--- config.mk ---
export PLATFORM = sky130hd
export DESIGN_NAME = dtu_core
export DESIGN_NICKNAME = d
export VERILOG_FILES = /design/src/rtl/dtu_pkg.sv /design/src/rtl/dtu_serializer.sv /design/src/rtl/dtu_core.sv
export SDC_FILE = /design/constraint.sdc
export NUM_CORES = 1
export LEC_CHECK = 0
export CORE_ASPECT_RATIO = 0.6
export CORE_MARGIN = 1.5
export CORE_UTILIZATION = 55
export DETAILED_ROUTE_END_ITERATION = 8
export PLACE_DENSITY = 0.8
export SYNTH_ARGS = -nofsm -noshare
export SYNTH_HDL_FRONTEND = slang
export SYNTH_HIERARCHICAL = 1
export SYNTH_SLANG_ARGS = --single-unit
--- constraint.sdc ---
create_clock -name clk -period 2.8 [get_ports clk]
set_input_delay 0.42 -clock clk [delete_from_list [all_inputs] [get_ports clk]]
set_output_delay 0.42 -clock clk [all_outputs]
set_load 0.01 [all_outputs]
--- src/rtl/dtu_pkg.sv ---
// Shared defaults and FSM encoding for the DNA-symbol transmit unit.
package dtu_pkg;

  localparam int unsigned DTU_DIN_W     = 32;
  localparam int unsigned DTU_SYM_W     = 2;
  localparam int unsigned SYMS_PER_WORD = DTU_DIN_W / DTU_SYM_W;

  typedef enum logic [0:0] {
    ST_IDLE = 1'b0,
    ST_RUN  = 1'b1
  } dtu_state_e;

endpackage

--- src/rtl/dtu_serializer.sv ---
// Word shifter: emits one SYM_W-bit symbol per enabled cycle, LSB first.
module dtu_serializer
  import dtu_pkg::*;
#(
  parameter int unsigned DIN_W = DTU_DIN_W,
  parameter int unsigned SYM_W = DTU_SYM_W
) (
  input  logic             clk,
  input  logic             rst,
  input  logic             en,
  input  logic             load,
  input  logic             run,
  input  logic [DIN_W-1:0] word,
  output logic [SYM_W-1:0] dout,
  output logic             dout_valid,
  output logic             last_c
);

  localparam int unsigned N_SYM = DIN_W / SYM_W;
  localparam int unsigned IDX_W = (N_SYM > 1) ? $clog2(N_SYM) : 1;

  logic [DIN_W-1:0] shift_q, shift_d;
  logic [IDX_W-1:0] idx_q, idx_d;
  logic [SYM_W-1:0] dout_q, dout_d;
  logic             valid_q, valid_d;

  assign last_c     = (idx_q == IDX_W'(N_SYM - 1));
  assign dout       = dout_q;
  assign dout_valid = valid_q;

  // Next symbol: load a fresh word, advance within the word, or go quiet.
  always_comb begin
    shift_d = shift_q;
    idx_d   = idx_q;
    dout_d  = dout_q;
    valid_d = 1'b0;
    if (en) begin
      if (load) begin
        shift_d = word >> SYM_W;
        dout_d  = word[SYM_W-1:0];
        idx_d   = '0;
        valid_d = 1'b1;
      end else if (run && !last_c) begin
        shift_d = shift_q >> SYM_W;
        dout_d  = shift_q[SYM_W-1:0];
        idx_d   = idx_q + IDX_W'(1);
        valid_d = 1'b1;
      end else begin
        idx_d = '0;
      end
    end
  end

  // Shifter, index and output registers.
  always_ff @(posedge clk or negedge rst) begin
    if (!rst) begin
      shift_q <= '0;
      idx_q   <= '0;
      dout_q  <= '0;
      valid_q <= 1'b0;
    end else begin
      shift_q <= shift_d;
      idx_q   <= idx_d;
      dout_q  <= dout_d;
      valid_q <= valid_d;
    end
  end

endmodule

--- src/rtl/dtu_core.sv ---
// DNA-symbol transmit unit: one-word input buffer, IDLE/RUN FSM, serializer.
// Optional symbol counter output sym_count enabled by defining DTU_STATS_EN.
module dtu_core
  import dtu_pkg::*;
#(
  parameter int unsigned DIN_W = DTU_DIN_W,
  parameter int unsigned SYM_W = DTU_SYM_W
) (
  input  logic             clk,
  input  logic             rst,
  input  logic             en,
  input  logic [DIN_W-1:0] din,
  input  logic             din_valid,
  output logic [SYM_W-1:0] dout,
  output logic             dout_valid,
  output logic             ready
`ifdef DTU_STATS_EN
  ,
  output logic [31:0]      sym_count
`endif
);

  dtu_state_e       state_q, state_d;
  logic [DIN_W-1:0] buf_q, buf_d;
  logic             buf_full_q, buf_full_d;
  logic             ready_q;
  logic             accept_c;
  logic             load_c;
  logic             last_c;

  assign accept_c = en && ready_q && din_valid;
  assign ready    = ready_q;

  // Next state, buffer drain into the shifter and buffer fill from din.
  always_comb begin
    state_d    = state_q;
    buf_d      = buf_q;
    buf_full_d = buf_full_q;
    load_c     = 1'b0;
    if (en) begin
      case (state_q)
        ST_IDLE: begin
          if (buf_full_q) begin
            load_c     = 1'b1;
            buf_full_d = 1'b0;
            state_d    = ST_RUN;
          end
        end
        ST_RUN: begin
          if (last_c) begin
            if (buf_full_q) begin
              load_c     = 1'b1;
              buf_full_d = 1'b0;
            end else begin
              state_d = ST_IDLE;
            end
          end
        end
        default: state_d = ST_IDLE;
      endcase
    end
    if (accept_c) begin
      buf_d      = din;
      buf_full_d = 1'b1;
    end
  end

  // State, buffer and ready registers.
  always_ff @(posedge clk or negedge rst) begin
    if (!rst) begin
      state_q    <= ST_IDLE;
      buf_q      <= '0;
      buf_full_q <= 1'b0;
      ready_q    <= 1'b0;
    end else begin
      state_q    <= state_d;
      buf_q      <= buf_d;
      buf_full_q <= buf_full_d;
      ready_q    <= en && !buf_full_d;
    end
  end

  dtu_serializer #(
    .DIN_W (DIN_W),
    .SYM_W (SYM_W)
  ) u_ser (
    .clk        (clk),
    .rst        (rst),
    .en         (en),
    .load       (load_c),
    .run        (state_q == ST_RUN),
    .word       (buf_q),
    .dout       (dout),
    .dout_valid (dout_valid),
    .last_c     (last_c)
  );

`ifdef DTU_STATS_EN
  logic [31:0] cnt_q;

  // Count symbols presented on dout; wraps naturally.
  always_ff @(posedge clk or negedge rst) begin
    if (!rst) cnt_q <= '0;
    else if (dout_valid) cnt_q <= cnt_q + 32'd1;
  end

  assign sym_count = cnt_q;
`endif

endmodule

==> results_dict.tcl <==
set metrics [dict create \
    status "complete, no violations" \
    switching_share_pct 27.4 \
    period_minus_slack_ns 2.33 \
    netlist_area_mm2 0.00336 \
    p_comb_share_pct 30.7 \
    postRouteAntennaNets 0 \
    critPathTopFamily "simple AND/OR/NAND/NOR gates" \
    path_clk_slew_ns 0.08 \
    setup_viol 0 \
    cts_root_buffer "clkbuf_8" \
    cp-start-kind "flop" \
    die_x_um 104 \
    layout-drive-gt1-share_pct 42.8 \
    irDropWorstVdd_mv 0.480 \
    fin_setup_tns_ns 0 \
    yosysTopAreaCell "dfrtp_1" \
    dr.pass1.iters 4 \
    grt_max_degree 41 \
    synth_edf_count 0 \
    post_cts_buffers 0 \
    relSlewSlack_pct 49.6 \
    rsz0062_at_grt "no" \
    setup_slack_ns 0.468 \
    cap_viol_max_count 0 \
    antenna_found_initial 0 \
    vias 1795 \
    critPathMaxFanout 33 \
    ys_top_cells_by_area "dfrtp_1 54%, mux2_4 21%, mux2_2 14%, buf_6 2.0%, mux2_1 1.0%" \
    ys_seq_area_share_pct 53.7 \
    synthCells 216 \
    diodes 0 \
    synth_top_area_share_pct 53.7 \
    maxSlewViolCount 0 \
    power_density_mw_per_mm2 940 \
    num_rows 21 \
    core_region_area_mm2 0.00573 \
    clock_path_buffers 2 \
    hold_path.class "primary input to async pin" \
    drc 0 \
    drt-initial-drc-count 75 \
    max_freq_mhz 429 \
    synth_flop_cell "dfrtp_1" \
    end_kind "flop" \
    cp_num_buf_inv 1 \
    cts_sinks 72 \
    critical_path.cell_chain "ha_1 -> and3_1 -> nor2b_1 -> nor2_4 -> o21ai_2 -> a41oi_4 -> buf_12 -> mux2_2" \
    gp_congestion 0.745 \
    clkLatencyLatePin_ns 0.35 \
    postCtsHoldBufs 0 \
    area_growth_pct 20.3 \
    pin_count 40 \
    yosysMostFrequentCell "dfrtp_1" \
    cp_slowest_cell "dfrtp_1" \
    tightestPinTransition_ns 0.756 \
    port_buffers 39 \
    ys.warnings.count 6 \
    pre_cts_ws_ns 0.504 \
    synthTopCellsByCount "72 x dfrtp_1, 46 x mux2_4, 41 x mux2_2" \
    start_util_pct 58.6 \
    final_hold_viol_count 0 \
    cts_buffers 9 \
    die_area_mm2 0.00660 \
    dp_hpwl_mm 3.57 \
    syn_avg_cell_area_um2 15.5 \
    slowest_delay_ns 0.42 \
    post-route-period-util_pct 83.3 \
    die_y_um 63.5 \
    critPathArrivalTime_ns 2.57 \
    cts_tree "built" \
    cts_htree_levels 3 \
    power.internal_mw 2.76 \
    p_sw_mw 1.04 \
    fin_hold_ws_ns 0.138 \
    nNetsFinal 296 \
    grt-ovfl-total 0 \
    required_ns 3.04 \
    vias_per_cell 5.22 \
    grt_pass1_wl_mm 9.58 \
    grt_util_all_layers_pct 19.3 \
    syn_nets 253 \
    post_cts_resized 0 \
    power.share.sequential_pct 45.6 \
    ys_ff_latch 72 \
    ys_async_sr_fraction_pct 100 \
    leakagePower_nw 1.93 \
    clock_skew_ns 0.00685 \
    synth_cell_type_count 27 \
    drt_wl_total_mm 5.57 \
    criticalPathCategory "flop to flop" \
    pwr-share-clk_pct 23.7 \
    wire_per_inst_um 16.2 \
    first_global_vias 1844 \
]
-- per-layer routing --
layer,vias to the layer above,part of all wire (%),global-route usage [%]
met1,888,52,27.5
met2,40,41,25.8
met3,8,5.9,8.59
met4,0,1.2,6.25
li1,859,-,-
met5,-,0,0
-- power groups by stage --
stage	Clock, mW	Sequential [mW]	Combinational, mW
6_report	0.899	1.73	1.17
5_1_grt	0.972	1.79	1.26
4_1_cts	0.928	1.73	1.18
3_5_place_dp	0	1.73	1.18
3_3_place_gp	0	1.73	1.13
2_1_floorplan	0	1.65	0.941
-- sequential cells by signal, indices dropped and copies added (netlist names) --
register,cells
buf_full_q,1
buf_q,32
ready,1
state_q,1
u_ser/dout,2
u_ser/dout_valid,1
u_ser/idx_q,4
u_ser/shift_q,30
-- worst register-to-register path: stages, from the launching register on --
cell,delay (ns)
dfrtp_1,0.42
ha_1,0.29
and3_1,0.27
nor2b_1,0.12
nor2_4,0.18
o21ai_2,0.10
a41oi_4,0.20
buf_12,0.26
mux2_2,0.39
-- cell families after synthesis --
group | synth area share, %
AOI/OAI and AO/OA | 3.58
DFF | 53.7
adders and majority gates | 0.373
muxes | 35.3
buffers and inverters | 3.69
and+or+nand+nor | 3.39
-- metrics by stage --
stage          std cells  power [mW]  utilization, %  instance area, um^2
3_5_place_dp         328        2.91            66.7                 3820
6_report             344        3.80            70.6                 4040
2_1_floorplan        216        2.60               -                 3360
4_1_cts              344        3.84            70.6                 4040
3_3_place_gp         328        2.87            66.7                 3820
5_1_grt              344        4.02            70.6                 4040
-- cell type report --
type	count	area, um^2
flip-flops and latches	72	1800
fillers	437	1690
multi-input cells	126	1440
repair buffers	43	453
clock buffers	9	124
well taps	80	100
clock inverters	7	96.3
inverters	7	26.3
-- final timing paths --
check                                  start                 to  slack [ns]  depth (start not counted)
max                           u_ser/idx_q[0]  u_ser/shift_q[20]        0.47                          8
min                                      rst          buf_q[26]        0.14                          1
max reg2reg                   u_ser/idx_q[0]  u_ser/shift_q[20]        0.47                          8
min reg2reg                u_ser/shift_q[24]  u_ser/shift_q[24]        0.49                          1
max in group asynchronous                rst          buf_q[17]        2.00                          2
min in group clk           u_ser/shift_q[24]  u_ser/shift_q[24]        0.49                          1
-- layout by cell type (no fill, tap or decap), drive strengths merged --
master / Yosys / final
o22ai: 2 / 2
a21boi: 1 / 1
nand2: 7 / 7
nor2: 1 / 1
nand2b: 2 / 2
a21oi: 1 / 1
nor2b: 2 / 2
clkinvlp: 0 / 3
buf: 11 / 5
a41oi: 1 / 1
a22o: 1 / 1
and4b: 1 / 1
mux2: 90 / 90
clkbuf: 0 / 9
a221oi: 1 / 1
clkdlybuf4s50: 0 / 38
o31ai: 1 / 1
clkinv: 0 / 2
inv: 7 / 7
nand3: 6 / 6
o21ai: 6 / 6
and3: 1 / 1
dfrtp: 72 / 72
o211ai: 1 / 1
ha: 1 / 1
bufinv: 0 / 2
No activity file was read; power rests on OpenSTA's default activity.
